==> src/rtl/gemm_tile_sequencer.sv <==
// Tile-level GEMM controller: loads A/B/C rows from scratchpad, runs the systolic
// array for its fill/compute/drain window, then writes D rows back.
module gemm_tile_sequencer #(
    parameter int unsigned DIM    = 4,
    parameter int unsigned ADDR_W = 8,
    localparam int unsigned ROW_W = $clog2(DIM)
) (
    input  logic              CLK,
    input  logic              RST,
    input  logic              start,
    input  logic              abort,
    input  logic [ADDR_W-1:0] base_a,
    input  logic [ADDR_W-1:0] base_b,
    input  logic [ADDR_W-1:0] base_c,
    input  logic [ADDR_W-1:0] base_d,
    output logic              mem_req,
    output logic              mem_we,
    output logic [ADDR_W-1:0] mem_addr,
    input  logic              mem_ready,
    output logic [1:0]        buf_sel,
    output logic [ROW_W-1:0]  row_idx,
    output logic              array_en,
    output logic              busy,
    output logic              done
);

    localparam int unsigned CYC_N = 3 * DIM - 2;
    localparam int unsigned CYC_W = $clog2(CYC_N);

    typedef enum logic [2:0] {
        S_IDLE, S_LOAD_A, S_LOAD_B, S_LOAD_C, S_COMPUTE, S_DRAIN, S_DONE
    } state_t;

    state_t              state, state_nx;
    logic [ROW_W-1:0]    row, row_nx;
    logic [CYC_W-1:0]    cyc, cyc_nx;
    logic [ADDR_W-1:0]   ba, bb, bc, bd;
    logic [ADDR_W-1:0]   ba_nx, bb_nx, bc_nx, bd_nx;

    logic                req_nx, we_nx, en_nx, busy_nx, done_nx;
    logic [ADDR_W-1:0]   addr_nx;
    logic [1:0]          sel_nx;
    logic [ROW_W-1:0]    ridx_nx;
    logic                hs;
    logic                last_row;

    assign hs       = mem_req & mem_ready;
    assign last_row = (row == ROW_W'(DIM - 1));

    // Next state, counters and base latches
    always_comb begin
        state_nx = state;
        row_nx   = row;
        cyc_nx   = cyc;
        ba_nx    = ba;
        bb_nx    = bb;
        bc_nx    = bc;
        bd_nx    = bd;
        case (state)
            S_IDLE: begin
                if (start) begin
                    ba_nx    = base_a;
                    bb_nx    = base_b;
                    bc_nx    = base_c;
                    bd_nx    = base_d;
                    row_nx   = '0;
                    cyc_nx   = '0;
                    state_nx = S_LOAD_A;
                end
            end
            S_LOAD_A, S_LOAD_B, S_LOAD_C, S_DRAIN: begin
                if (abort) begin
                    state_nx = S_IDLE;
                    row_nx   = '0;
                end else if (hs) begin
                    if (last_row) begin
                        row_nx = '0;
                        case (state)
                            S_LOAD_A: state_nx = S_LOAD_B;
                            S_LOAD_B: state_nx = S_LOAD_C;
                            S_LOAD_C: state_nx = S_COMPUTE;
                            default:  state_nx = S_DONE;
                        endcase
                    end else begin
                        row_nx = row + ROW_W'(1);
                    end
                end
            end
            S_COMPUTE: begin
                if (abort) begin
                    state_nx = S_IDLE;
                    cyc_nx   = '0;
                end else if (cyc == CYC_W'(CYC_N - 1)) begin
                    state_nx = S_DRAIN;
                    cyc_nx   = '0;
                    row_nx   = '0;
                end else begin
                    cyc_nx = cyc + CYC_W'(1);
                end
            end
            S_DONE:  state_nx = S_IDLE;
            default: state_nx = S_IDLE;
        endcase
    end

    // Moore outputs decoded one cycle early so they leave the flops aligned with state
    always_comb begin
        req_nx  = 1'b0;
        we_nx   = 1'b0;
        addr_nx = '0;
        sel_nx  = 2'd3;
        ridx_nx = '0;
        en_nx   = 1'b0;
        busy_nx = (state_nx != S_IDLE);
        done_nx = 1'b0;
        case (state_nx)
            S_LOAD_A: begin
                req_nx  = 1'b1;
                sel_nx  = 2'd0;
                ridx_nx = row_nx;
                addr_nx = ba_nx + ADDR_W'(row_nx);
            end
            S_LOAD_B: begin
                req_nx  = 1'b1;
                sel_nx  = 2'd1;
                ridx_nx = row_nx;
                addr_nx = bb_nx + ADDR_W'(row_nx);
            end
            S_LOAD_C: begin
                req_nx  = 1'b1;
                sel_nx  = 2'd2;
                ridx_nx = row_nx;
                addr_nx = bc_nx + ADDR_W'(row_nx);
            end
            S_COMPUTE: en_nx = 1'b1;
            S_DRAIN: begin
                req_nx  = 1'b1;
                we_nx   = 1'b1;
                ridx_nx = row_nx;
                addr_nx = bd_nx + ADDR_W'(row_nx);
            end
            S_DONE:  done_nx = 1'b1;
            default: ;
        endcase
    end

    always_ff @(posedge CLK) begin
        if (RST) begin
            state    <= S_IDLE;
            row      <= '0;
            cyc      <= '0;
            ba       <= '0;
            bb       <= '0;
            bc       <= '0;
            bd       <= '0;
            mem_req  <= 1'b0;
            mem_we   <= 1'b0;
            mem_addr <= '0;
            buf_sel  <= 2'd3;
            row_idx  <= '0;
            array_en <= 1'b0;
            busy     <= 1'b0;
            done     <= 1'b0;
        end else begin
            state    <= state_nx;
            row      <= row_nx;
            cyc      <= cyc_nx;
            ba       <= ba_nx;
            bb       <= bb_nx;
            bc       <= bc_nx;
            bd       <= bd_nx;
            mem_req  <= req_nx;
            mem_we   <= we_nx;
            mem_addr <= addr_nx;
            buf_sel  <= sel_nx;
            row_idx  <= ridx_nx;
            array_en <= en_nx;
            busy     <= busy_nx;
            done     <= done_nx;
        end
    end

endmodule

==> config.mk <==
export PLATFORM = sky130hd
export DESIGN_NAME = gemm_tile_sequencer
export DESIGN_NICKNAME = d
export VERILOG_FILES = /design/src/rtl/gemm_tile_sequencer.sv
export SDC_FILE = /design/constraint.sdc
export NUM_CORES = 1
export LEC_CHECK = 0
export BUFFER_PORTS_ARGS = -buffer_cell sky130_fd_sc_hd__clkbuf_2
export CAP_MARGIN = 20
export CORE_ASPECT_RATIO = 1.4
export CORE_MARGIN = 8
export CORE_UTILIZATION = 58
export DETAILED_ROUTE_END_ITERATION = 10
export HOLD_SLACK_MARGIN = 0.06
export PLACE_DENSITY = 0.84
export SLEW_MARGIN = 20
export SYNTH_ARGS = -nofsm -noshare
export SYNTH_HDL_FRONTEND = slang
export SYNTH_SLANG_ARGS = --single-unit
==> constraint.sdc <==
create_clock -name CLK -period 9 [get_ports CLK]
set_clock_uncertainty 0.1 [all_clocks]
set_input_delay 1.8 -clock CLK [delete_from_list [all_inputs] [get_ports CLK]]
set_output_delay 1.8 -clock CLK [all_outputs]
set_load 0.005 [all_outputs]
==> results.yml <==
clock_network:
  cts_root_buffer: "clkbuf_8"
  cts_buffer_depth: 2
  clk_pin_slew_ps: 60
  cts_tree: "done"
  cts_sinks: 58
  insertion_delay_ps: 340
  cts-buffers-inserted: 9
  htree_levels: 3
  cts_hold_buf: 0
  post_cts_resized: 0
  post_cts_buffers: 0
setup_path:
  crit_type: "in2reg"
  required_ps: 9170
  cp_common_cell: "a21oi_1"
  worst_ep_arrival_time_ps: 4830
  endpoint_kind: "flop"
  worstSetupStartpointType: "primary input"
  critPathMaxStageDelay_ps: 670
  crit_path_max_fanout: 12
  cp_slowest_cell: "o22ai_1"
  worstPathCellList: "clkbuf_2, nor4bb_1, nor2_1, o22ai_1, nor3_1, a21oi_1, o21ai_0, ha_1, a21oi_1, nor4_1, nor4b_2, mux2i_1"
grt:
  grtUsageTotal_pct: 18.4
  globalRouteOverflowTotal: 0
  grt_pass1_vias: 2241
  grt_pass1_wl_mm: 9.95
  grt_start_max_net_pins: 46
  antenna_found_initial: 0
routing:
  route.detailed.drc: 0
  viasPerCell: 5.57
  first_iter_violations: 182
  wl_mm: 6.06
  drt_pre_antenna_iters: 4
  vias: 2249
  avgRoutedWirePerCell_um: 15.0
  ant_nets: 0
yosys:
  synth_compound_area_share_pct: 11.3
  synthFlopType: "dfxtp_1"
  synth_edf_count: 0
  yosys.area_share.simple_pct: 21.3
  syn_area_per_cell_um2: 9.30
  synth_area_mm2: 0.00268
  synth_cell_types: 50
  synth_adder_area_share_pct: 3.08
  synth_xor_area_share_pct: 1.31
  yosys_warnings: 0
  synth_fp_nets: 331
  synthMuxAreaShare_pct: 16.2
  synth_top_area_share_pct: 43.3
  synthArstFlopShare_pct: 0
  synthCells: 288
  synthTopCellsByArea: "dfxtp_1 (43%), mux2i_1 (15%), nor2_1 (8.1%), ha_1 (2.3%), a21oi_1 (2.2%)"
  netlist.top_cell.by_area: "dfxtp_1"
  seq_area_frac_synth_pct: 43.3
  synth_top_family_by_area: "simple AND/OR/NAND/NOR gates"
  ys_seq_elements: 58
cells_and_area:
  nNetsFinal: 381
  layout-drive-gt1-share_pct: 22.5
  multi_input_area_mm2: 0.00143
  fillers: 388
  antenna_cells: 0
  syn2layout_area_growth_pct: 15.8
  ff_latch_area_mm2: 0.00116
  final_cell_mix: "nor2_1 (58), dfxtp_1 (58), clkbuf_2 (53)"
timing:
  rsz0062_at_grt: "no"
  period_minus_slack_ps: 4650
  hold_viol: 0
  worst_slew_pin_slew_ps: 902
  tns_ps: 0
  slew_violations: 0
  holdWs_ps: 392
  maxSlewHeadroom_pct: 39.9
  timing.fmax_mhz: 215
  setup_viol: 0
  period_share_pct: 51.7
floorplan:
  core_area_mm2: 0.00450
  die_area_mm2: 0.00708
  ios: 54
  start_util_pct: 59.5
  die_y_um: 96.4
  row_count: 29
  die_w_um: 73.4
run_status:
  status: "finished, final reports clean"
place:
  gp_congestion: 0.870
  io_buffers: 53
  hpwlAfterDp_mm: 4.51
worst_hold_path:
  hp-class: "reg2reg"
power:
  p_per_area_mw_per_mm2: 168
  p_leak_nw: 1.37
  vdd_ir_drop_max_uv: 154
run:
  maxCapViolations: 0
## where the power goes
part | switching, mW | internal, mW
combinational | 0.0333 | 0.0258
sequential | 0.00365 | 0.268
clock | 0.0935 | 0.0961
total | 0.130 | 0.390
## cell usage after synthesis (2+ instances only)
| cell type | count |
|---|---|
| and2_1 | 2 |
| nor3b_1 | 2 |
| nor2b_1 | 2 |
| nor2_1 | 58 |
| nand2_1 | 9 |
| nand2b_1 | 5 |
| nor4_1 | 2 |
| mux2_2 | 3 |
| inv_1 | 4 |
| a21o_1 | 3 |
| or4_1 | 2 |
| a22oi_1 | 4 |
| mux2i_1 | 40 |
| ha_1 | 5 |
| buf_2 | 5 |
| xnor2_1 | 4 |
| nand4_1 | 2 |
| nor3_1 | 9 |
| nand3_1 | 6 |
| a21oi_1 | 12 |
| and3_1 | 3 |
| clkbuf_1 | 7 |
| buf_4 | 2 |
| o22ai_1 | 3 |
| a211oi_1 | 2 |
| nor4b_2 | 2 |
| o22a_1 | 2 |
| dfxtp_1 | 58 |
| o21ai_0 | 7 |
| or3_1 | 3 |
## path summary, 6_finish.rpt
check | to | start | slack, ps | cells after the start
hold reg to reg | bc[2] | bc[2] | 390 | 2
hold / removal | bc[2] | bc[2] | 390 | 2
setup / recovery | mem_addr[7] | abort | 4350 | 12
setup reg to reg | mem_addr[7] | row[0] | 5360 | 12
## logic make-up (layout without fill, tap and decap cells)
logic type | after synthesis | in the layout
fa+ha+maj | 6 | 6
compound gates | 45 | 45
buf+inv | 19 | 73
mux | 43 | 43
flops | 58 | 58
simple gates | 113 | 113
xor+xnor | 4 | 4
## through the flow
step	cells	utilization, %	area (um^2)	worst slack [ps]	total power [mW]
finish	404	69.0	3100	4350	0.520
CTS	404	69.0	3100	4410	0.524
global placement	389	65.6	2950	4200	0.334
detailed placement	389	65.6	2950	4050	0.336
floorplan	288	-	2680	4490	0.318
global route	404	69.0	3100	3960	0.544
## final cells by class
class,instances,area share (%)
clock buffer,11,4.23
timing repair buffer,54,8.79
sequential,58,37.4
tap,62,2.50
clock inverter,4,0.645
inverter,4,0.484
multi-input combinational,211,45.9
## critical path: cells and delay by family
| kind | cells | cell delay (ps) |
|---|---|---|
| buf+inv | 1 | 170 |
| compound gates | 4 | 1060 |
| simple gates | 5 | 1250 |
| fa+ha+maj | 1 | 330 |
| mux | 1 | 200 |
## sequential cells by signal, summed over array words and instances, names as in the netlist, 2 cells and up
name	count
row_idx	2
state	3
mem_addr	8
bc	8
bd	8
bb	8
row	2
buf_sel	2
ba	8
cyc	4
## routing by layer
layer	global-route usage, %	part of all wire, %
met1	19.6	41
met2	31.4	50
met3	6.82	7.3
met4	8.70	1.9
met5	0	0
No activity file was read; power rests on OpenSTA's default activity.
